### config.mk
export PLATFORM = sky130hd
export DESIGN_NAME = pwm_decoder_flat
export DESIGN_NICKNAME = d
export VERILOG_FILES = /design/src/rtl/pwm_if.sv /design/src/rtl/pwm_decoder.sv /design/src/flat_wrapper.sv
export SDC_FILE = /design/constraint.sdc
export NUM_CORES = 1
export LEC_CHECK = 0
export CORE_ASPECT_RATIO = 0.5
export CORE_UTILIZATION = 32
export DETAILED_ROUTE_END_ITERATION = 16
export GPL_ROUTABILITY_DRIVEN = 0
export REMOVE_ABC_BUFFERS = 1
export SLEW_MARGIN = 20
export SYNTH_ARGS = -nofsm -noshare
export SYNTH_HDL_FRONTEND = slang
export SYNTH_SLANG_ARGS = --single-unit
### constraint.sdc
create_clock -name clk -period 2.1 [get_ports clk]
set_clock_uncertainty 0.2 [all_clocks]
set_input_delay 0.42 -clock clk [delete_from_list [all_inputs] [get_ports clk]]
set_output_delay 0.42 -clock clk [all_outputs]
set_load 0.02 [all_outputs]
### src/rtl/pwm_if.sv
// Signal bundle between the PWM feedback line and its decoder.
// The master drives the line; the slave (decoder) returns the measurements.
interface pwm_if #(
  parameter int unsigned CNT_W = 28
);
  logic             pwm_in;
  logic [1:0]       giro_det;
  logic [CNT_W-1:0] high_cnt;
  logic [CNT_W-1:0] period_cnt;
  logic             meas_valid;
  logic             locked;
  logic             stuck;

  modport master (
    output pwm_in,
    input  giro_det, high_cnt, period_cnt, meas_valid, locked, stuck
  );

  modport slave (
    input  pwm_in,
    output giro_det, high_cnt, period_cnt, meas_valid, locked, stuck
  );
endinterface

### src/rtl/pwm_decoder.sv
// Measures period and high time of the motor PWM feedback line, classifies the duty
// into a 2-bit speed level and flags a dead or stuck line.
module pwm_decoder #(
  parameter int unsigned CNT_W   = 28,
  parameter int unsigned TH1     = 2_000_000,
  parameter int unsigned TH2     = 5_500_000,
  parameter int unsigned TH3     = 8_400_000,
  parameter int unsigned TIMEOUT = 20_000_000
) (
  input logic   clk,
  input logic   reset,
  pwm_if.slave  bus
);

  typedef enum logic [1:0] {StWaitEdge, StMeasure, StStuck} state_e;

  localparam logic [CNT_W-1:0] Th1     = CNT_W'(TH1);
  localparam logic [CNT_W-1:0] Th2     = CNT_W'(TH2);
  localparam logic [CNT_W-1:0] Th3     = CNT_W'(TH3);
  localparam logic [CNT_W-1:0] Timeout = CNT_W'(TIMEOUT);
  localparam logic [CNT_W-1:0] CntMax  = '1;
  localparam logic [CNT_W-1:0] CntOne  = CNT_W'(1);

  state_e           state_q, state_d;
  logic             s1_q, s2_q, prev_q;
  logic             rise;
  logic [CNT_W-1:0] idle_q, idle_d;
  logic [CNT_W-1:0] per_q, per_d;
  logic [CNT_W-1:0] hi_q, hi_d;
  logic [CNT_W-1:0] period_q, period_d;
  logic [CNT_W-1:0] high_q, high_d;
  logic [1:0]       giro_q, giro_d;
  logic             valid_q, valid_d;
  logic             locked_q, locked_d;
  logic             stuck_q, stuck_d;

  function automatic logic [CNT_W-1:0] sat_add(input logic [CNT_W-1:0] a, input logic b);
    return (a == CntMax) ? a : a + CNT_W'(b);
  endfunction

  function automatic logic [1:0] classify(input logic [CNT_W-1:0] h);
    if (h < Th1)      return 2'd0;
    else if (h < Th2) return 2'd1;
    else if (h < Th3) return 2'd2;
    else              return 2'd3;
  endfunction

  assign rise = s2_q & ~prev_q;

  always_comb begin
    state_d  = state_q;
    idle_d   = idle_q;
    per_d    = per_q;
    hi_d     = hi_q;
    period_d = period_q;
    high_d   = high_q;
    giro_d   = giro_q;
    valid_d  = 1'b0;
    locked_d = locked_q;
    stuck_d  = stuck_q;
    unique case (state_q)
      StWaitEdge: begin
        idle_d = sat_add(idle_q, 1'b1);
        if (rise) begin
          state_d = StMeasure;
          per_d   = CntOne;
          hi_d    = CntOne;
          idle_d  = '0;
        end else if (idle_q == Timeout) begin
          state_d  = StStuck;
          stuck_d  = 1'b1;
          locked_d = 1'b0;
          giro_d   = {2{s2_q}};
        end
      end
      StMeasure: begin
        per_d = sat_add(per_q, 1'b1);
        hi_d  = sat_add(hi_q, s2_q);
        // A rise coinciding with the timeout is a valid period, not a dead line.
        if (rise) begin
          period_d = per_q;
          high_d   = hi_q;
          giro_d   = classify(hi_q);
          valid_d  = 1'b1;
          locked_d = 1'b1;
          per_d    = CntOne;
          hi_d     = CntOne;
        end else if (per_q == Timeout) begin
          state_d  = StStuck;
          stuck_d  = 1'b1;
          locked_d = 1'b0;
          giro_d   = {2{s2_q}};
        end
      end
      StStuck: begin
        giro_d = {2{s2_q}};
        if (rise) begin
          state_d = StMeasure;
          per_d   = CntOne;
          hi_d    = CntOne;
          stuck_d = 1'b0;
        end
      end
      default: state_d = StWaitEdge;
    endcase
  end

  always_ff @(posedge clk) begin
    if (reset) begin
      state_q  <= StWaitEdge;
      s1_q     <= 1'b0;
      s2_q     <= 1'b0;
      prev_q   <= 1'b0;
      idle_q   <= '0;
      per_q    <= '0;
      hi_q     <= '0;
      period_q <= '0;
      high_q   <= '0;
      giro_q   <= 2'd0;
      valid_q  <= 1'b0;
      locked_q <= 1'b0;
      stuck_q  <= 1'b0;
    end else begin
      state_q  <= state_d;
      s1_q     <= bus.pwm_in;
      s2_q     <= s1_q;
      prev_q   <= s2_q;
      idle_q   <= idle_d;
      per_q    <= per_d;
      hi_q     <= hi_d;
      period_q <= period_d;
      high_q   <= high_d;
      giro_q   <= giro_d;
      valid_q  <= valid_d;
      locked_q <= locked_d;
      stuck_q  <= stuck_d;
    end
  end

  assign bus.giro_det   = giro_q;
  assign bus.high_cnt   = high_q;
  assign bus.period_cnt = period_q;
  assign bus.meas_valid = valid_q;
  assign bus.locked     = locked_q;
  assign bus.stuck      = stuck_q;

endmodule

### src/flat_wrapper.sv
// flat-port wrapper written by rule: the top's interface ports become plain ports
module pwm_decoder_flat 
#(
  parameter int unsigned CNT_W   = 28,
  parameter int unsigned TH1     = 2_000_000,
  parameter int unsigned TH2     = 5_500_000,
  parameter int unsigned TH3     = 8_400_000,
  parameter int unsigned TIMEOUT = 20_000_000
)
  (clk, reset, bus_pwm_in, bus_giro_det, bus_high_cnt, bus_period_cnt, bus_meas_valid, bus_locked, bus_stuck);
  pwm_if #(.CNT_W(CNT_W)) bus_i ();
  input logic clk;
  input logic reset;
  input wire logic [$bits(bus_i.pwm_in)-1:0] bus_pwm_in;
  output wire logic [$bits(bus_i.giro_det)-1:0] bus_giro_det;
  output wire logic [$bits(bus_i.high_cnt)-1:0] bus_high_cnt;
  output wire logic [$bits(bus_i.period_cnt)-1:0] bus_period_cnt;
  output wire logic [$bits(bus_i.meas_valid)-1:0] bus_meas_valid;
  output wire logic [$bits(bus_i.locked)-1:0] bus_locked;
  output wire logic [$bits(bus_i.stuck)-1:0] bus_stuck;
  assign bus_i.pwm_in = bus_pwm_in;
  assign bus_giro_det = bus_i.giro_det;
  assign bus_high_cnt = bus_i.high_cnt;
  assign bus_period_cnt = bus_i.period_cnt;
  assign bus_meas_valid = bus_i.meas_valid;
  assign bus_locked = bus_i.locked;
  assign bus_stuck = bus_i.stuck;
  pwm_decoder #(.CNT_W(CNT_W), .TH1(TH1), .TH2(TH2), .TH3(TH3), .TIMEOUT(TIMEOUT)) u_core (.clk(clk), .reset(reset), .bus(bus_i));
endmodule
==> Word-level counts from Yosys, hierarchy flattened <==
Cells that the tools add are included.
{ "word_totals": {"regBits": 150, "in_bits": 3, "output_inout_bits": 61, "word_cells": 89} }
{ "op_classes": {"add_sub_neg": 3, "n_lt_le_gt_ge": 3, "n_eq_ne": 18, "mux": 35, "n_bitwise": 3, "n_reduce_logical": 14} }
{ "op_table": {"columns": ["cell", "n"], "rows": [
  ["2-to-1 mux 28 bit", 7],
  ["case mux 28 bit (2 select lines)", 2],
  ["equality test 28 bit (second input constant)", 3],
  ["adder 28 x 1 -> 28 bit (second input constant)", 2],
  ["equality test 28 x 25 -> 1 bit (second input constant)", 2],
  ["adder 28 x 1 -> 28 bit", 1],
  ["less-than comparator 28 x 21 -> 1 bit (second input constant)", 1],
  ["less-than comparator 28 x 23 -> 1 bit (second input constant)", 1],
  ["less-than comparator 28 x 24 -> 1 bit (second input constant)", 1],
  ["2-to-1 mux 2 bit", 11],
  ["case mux 2 bit (3 select lines)", 2],
  ["AND reduction 4 bit", 3],
  ["2-to-1 mux 1 bit", 11],
  ["!= test 2 x 1 -> 1 bit (second input constant)", 5],
  ["!= test 3 x 1 -> 1 bit (second input constant)", 2],
  ["!= test 3 x 2 -> 1 bit (second input constant)", 2],
  ["AND reduction 3 bit", 2],
  ["AND reduction 6 bit", 1],
  ["!= test 2 bit (second input constant)", 2],
  ["AND reduction 2 bit", 2],
  ["nonzero test 2 bit", 2],
  ["OR reduction 2 bit", 2],
  ["case mux 1 bit (3 select lines)", 1],
  ["nonzero test 3 bit", 1],
  ["6 further kinds", 7]
]} }

==> Depth between registers and ports, before layout <==
{ "depth": {"ltp_word": 6, "depth_mapped": 9, "ltp_nobuf": 7} }

==> Worst setup path after synthesis <==
Ideal clock, no wire load.
{ "synth_timing": {"path_kind": "reg-to-reg", "startpoint": "register u_core.idle_q[3]", "endpoint": "register u_core.idle_q[22]", "arrival_ns": 2.042, "required_ns": 1.839, "slack_ns": -0.203, "stages_incl_launch_ff": 7, "n_path_buf": 1, "path_cell_list": "dfxtp_1 > nand4_2 > or3_1 > buf_2 > or4_1 > or4_1 > nand2_1"} }
{ "synth_via": {"elab_chain_len": 3, "elab_cells_between_ends": 6} }
{ "synth_lines": {"columns": ["item", "line_no", "rtl"], "rows": [
  ["start: declaration", "pwm_decoder.sv:27", "logic [CNT_W-1:0] idle_q, idle_d;"],
  ["start signal: assignment", "pwm_decoder.sv:128", "idle_q <= idle_d;"],
  ["adder 28 x 1 -> 28 bit or equality test 28 bit (tied branches)", "pwm_decoder.sv:38", "return (a == CntMax) ? a : a + CNT_W'(b);"],
  ["2-to-1 mux 28 bit or != test 2 x 1 -> 1 bit (tied branches)", null, null],
  ["2-to-1 mux 28 bit or AND reduction 2 bit (tied branches)", null, null]
]} }
Parallel ways exist; a longest one is shown, timed or not. The select of a mux whose other input is x is not followed.
A chain may end at the register's enable or synchronous reset.

==> Worst setup path in the final report <==
{ "layout_timing": {"startpoint": "register u_core.hi_q[10]", "endpoint": "register u_core.hi_q[1]"} }
{ "layout_via": {"elab_chain_len": 3} }
{ "layout_lines": {"columns": ["item", "line_no", "rtl"], "rows": [
  ["start: declaration", "pwm_decoder.sv:29", "logic [CNT_W-1:0] hi_q, hi_d;"],
  ["start signal: assignment", "pwm_decoder.sv:130", "hi_q <= hi_d;"],
  ["equality test 28 bit", "pwm_decoder.sv:38", null],
  ["!= test 3 x 2 -> 1 bit (no line)", null, null],
  ["AND reduction 3 bit (no line)", null, null]
]} }
Every way passes these cells.

==> flow_summary.json <==
{
  "yosysMostFrequentCell": "nand2_1",
  "r2r_start": "u_core.hi_q[10]",
  "die_x_um": 214,
  "cts_buffer_depth": 2,
  "tritoncts": "yes",
  "rr_endpoint": "u_core.hi_q[1]",
  "leakagePower_nw": 3.89,
  "dr.pass1.iters": 5,
  "gr-total-overflow": 0,
  "grt_setup_unrepaired": "true",
  "power.density_nw_per_um2": 596,
  "synth_top_area_share_pct": 41.6,
  "hold_end": "u_core.s2_q",
  "synth.area.top_cells": "dfxtp_1, nand2_1, a21oi_1, or4_1, nand4_1",
  "path_clk_slew_ps": 70,
  "die_area_sq_um": 23200,
  "cap_violations": 0,
  "initial_utilization_pct": 33.0,
  "final.setup.worst_slack_ps": -95.6,
  "routedWlPerCell_um": 16.5,
  "insertion_delay_ps": 440,
  "grtUsageTotal_pct": 19.7,
  "hp-class": "flop to flop",
  "tightest_slew_ps": 473,
  "antenna_found_initial": 0,
  "io_pins": 64,
  "synthTopCellsByCount": "nand2_1, dfxtp_1, a21oi_1",
  "synth_edf_count": 0,
  "drc": 0,
  "grt_max_degree": 42,
  "core-area_sq_um": 21900,
  "peakVddDrop_mv": 0.406,
  "diodes": 0,
  "yosysUniqueCellTypes": 60,
  "maxSlewViolCount": 0,
  "die_y_um": 108,
  "fin_crit_sh_pct": 105,
  "clock_sinks": 150,
  "viasPerCell": 5.47,
  "syn-cell-area_sq_um": 7210,
  "path_max_fanout": 3,
  "min_path_cells": 1,
  "async_flop_share_pct": 0,
  "yosysWarnings": 0,
  "ant_nets": 0,
  "required_ps": 2220,
  "path_class": "flop to flop",
  "crit_arrival_ps": 2320,
  "cts.htree.levels": 4,
  "grt_pass1_wl_mm": 37.0,
  "r2r_slack_ps": -100,
  "fin_setup_tns_ps": -1060,
  "routed_wl_mm": 24.0,
  "post-route-util_pct": 49.9,
  "hpwl_mm": 15.8,
  "hp-start": "u_core.s1_q",
  "areaGrowthSynthToFinish_pct": 51.3,
  "drt_iter0_drc": 668,
  "yosys.area.top_type": "dfxtp_1",
  "min_period_ps": 2200,
  "grt_pass1_vias": 7469,
  "nets": 1145,
  "violations": "negative setup slack",
  "setup.worst_path.end_class": "flop",
  "reg2reg_depth": 6,
  "status": "finished, violations left",
  "ys_ff_latch": 150,
  "syn_area_per_cell_sq_um": 7.85,
  "hold_viol": 0,
  "synthFlopType": "dfxtp_1",
  "drive_gt1_share_pct": 32.6,
  "cts-root-buf": "clkbuf_16",
  "syn_inst": 919,
  "portBuffers": 63,
  "yosysSeqAreaShare_pct": 41.6,
  "setup_viol": 29,
  "cp-start-kind": "flop",
  "cts_buffers": 17,
  "maxClockFrequency_ghz": 0.455,
  "slew_headroom_pct": 68.5,
  "row_count": 38,
  "dr_total_vias": 7933
}
==> registers in the layout, indices dropped and copies added, names as in the netlist <==
register,count
u_core.bus.giro_det,2
u_core.hi_q,28
u_core.bus.locked,1
u_core.bus.high_cnt,28
u_core.idle_q,28
u_core.bus.stuck,1
u_core.per_q,28
u_core.s1_q,1
u_core.state_q,2
u_core.prev_q,1
u_core.bus.period_cnt,28
u_core.bus.meas_valid,1
u_core.s2_q,1
==> cell type report <==
cell class              count  area [sq um]
inverters                  17          63.8
well taps                 300           375
flip-flops and latches    150          3050
fillers                  2050         11000
clock buffers              18           439
multi-input cells         689          4570
clock inverters            14           189
repair buffers            261          2230
==> through the flow <==
stage | std cells | cell area [sq um] | total power (W) | hold WS, ps | setup slack, ps
6_report | 1449 | 10900 | 0.00650 | 233 | -95.6
5_1_grt | 1449 | 10900 | 0.00672 | 254 | -183
4_1_cts | 1429 | 10200 | 0.00652 | 236 | -72.5
3_5_place_dp | 1389 | 9320 | 0.00323 | 220 | -157
3_3_place_gp | 1389 | 9320 | 0.00322 | 219 | -83.6
2_1_floorplan | 854 | 6950 | 0.00305 | 214 | -1480
==> cells in the final DEF, fill, tap and decap left out, types with 5 or more instances in the layout <==
cell type        count
a21oi_1            107
a21oi_2             14
a31oi_1              5
and2_1               8
and3_1              11
and4_1               9
buf_4              180
buf_6               11
clkbuf_16           18
clkdlybuf4s50_1     59
dfxtp_1            121
dfxtp_2             26
inv_1               14
mux2i_1              5
nand2_1            166
nand2b_1             5
nand3_1             32
nand3_2              5
nand4_1             36
nand4b_1             5
nor2_1              26
nor3_1              18
nor4_1              10
o211ai_1             7
o21ai_0             31
o31ai_1             19
o31ai_4              6
or2_2                5
or3_1               18
or4_1               25
or4_4                9
==> cells by family after synthesis <==
| family | Yosys count | share of synthesized area (%) |
|---|---|---|
| simple gates | 439 | 32.4 |
| flops | 150 | 41.6 |
| fa+ha+maj | 6 | 1.04 |
| mux | 5 | 0.694 |
| buf+inv | 82 | 4.48 |
| compound gates | 236 | 19.6 |
| xor+xnor | 1 | 0.121 |
==> routing by layer <==
layer  global-route usage (%)  vias to the layer above  routed length (um)
li1                         -                     3850                   -
met1                     26.2                     3865               11500
met2                     32.4                      191               11200
met3                     3.63                       27                1050
met4                     6.58                        0                 288
met5                        0                        -                   0
==> critical path, cell delays in order, from the launching register on <==
cell and delay, ps:
dfxtp_2 330, nand4_1 200, or4_4 620, o31ai_4 340, buf_6 160, mux2i_1 190
nor2_1 50
==> power breakdown <==
part / internal [W] / leakage, nW / switching [W] / total (W)
sequential: 0.00286 / 1.22 / 0.0000185 / 0.00288
combinational: 0.000133 / 2.36 / 0.000200 / 0.000333
clock: 0.00194 / 0.302 / 0.00136 / 0.00329
total: 0.00493 / 3.89 / 0.00157 / 0.00650
==> worst max path at each step <==
stage / to / slack, ps / cells after the start / startpoint
floorplan: u_core.idle_q[11] / -1480 / 5 / u_core.idle_q[3]
global placement: u_core.idle_q[18] / -80 / 4 / u_core.idle_q[6]
detailed placement: u_core.hi_q[9] / -160 / 6 / u_core.hi_q[4]
CTS: u_core.idle_q[22] / -70 / 5 / u_core.idle_q[6]
global route: u_core.idle_q[23] / -180 / 8 / u_core.idle_q[0]
finish: u_core.hi_q[1] / -100 / 6 / u_core.hi_q[10]
==> what timing repair did <==
item	CTS	global route
endpoints found under the setup margin	65	79
hold buffers	0	0
gates cloned	2	5
setup buffers	7	16
gates resized for setup	51	142
pin swaps	13	68
Note: power is estimated with default switching activity, not from simulation.
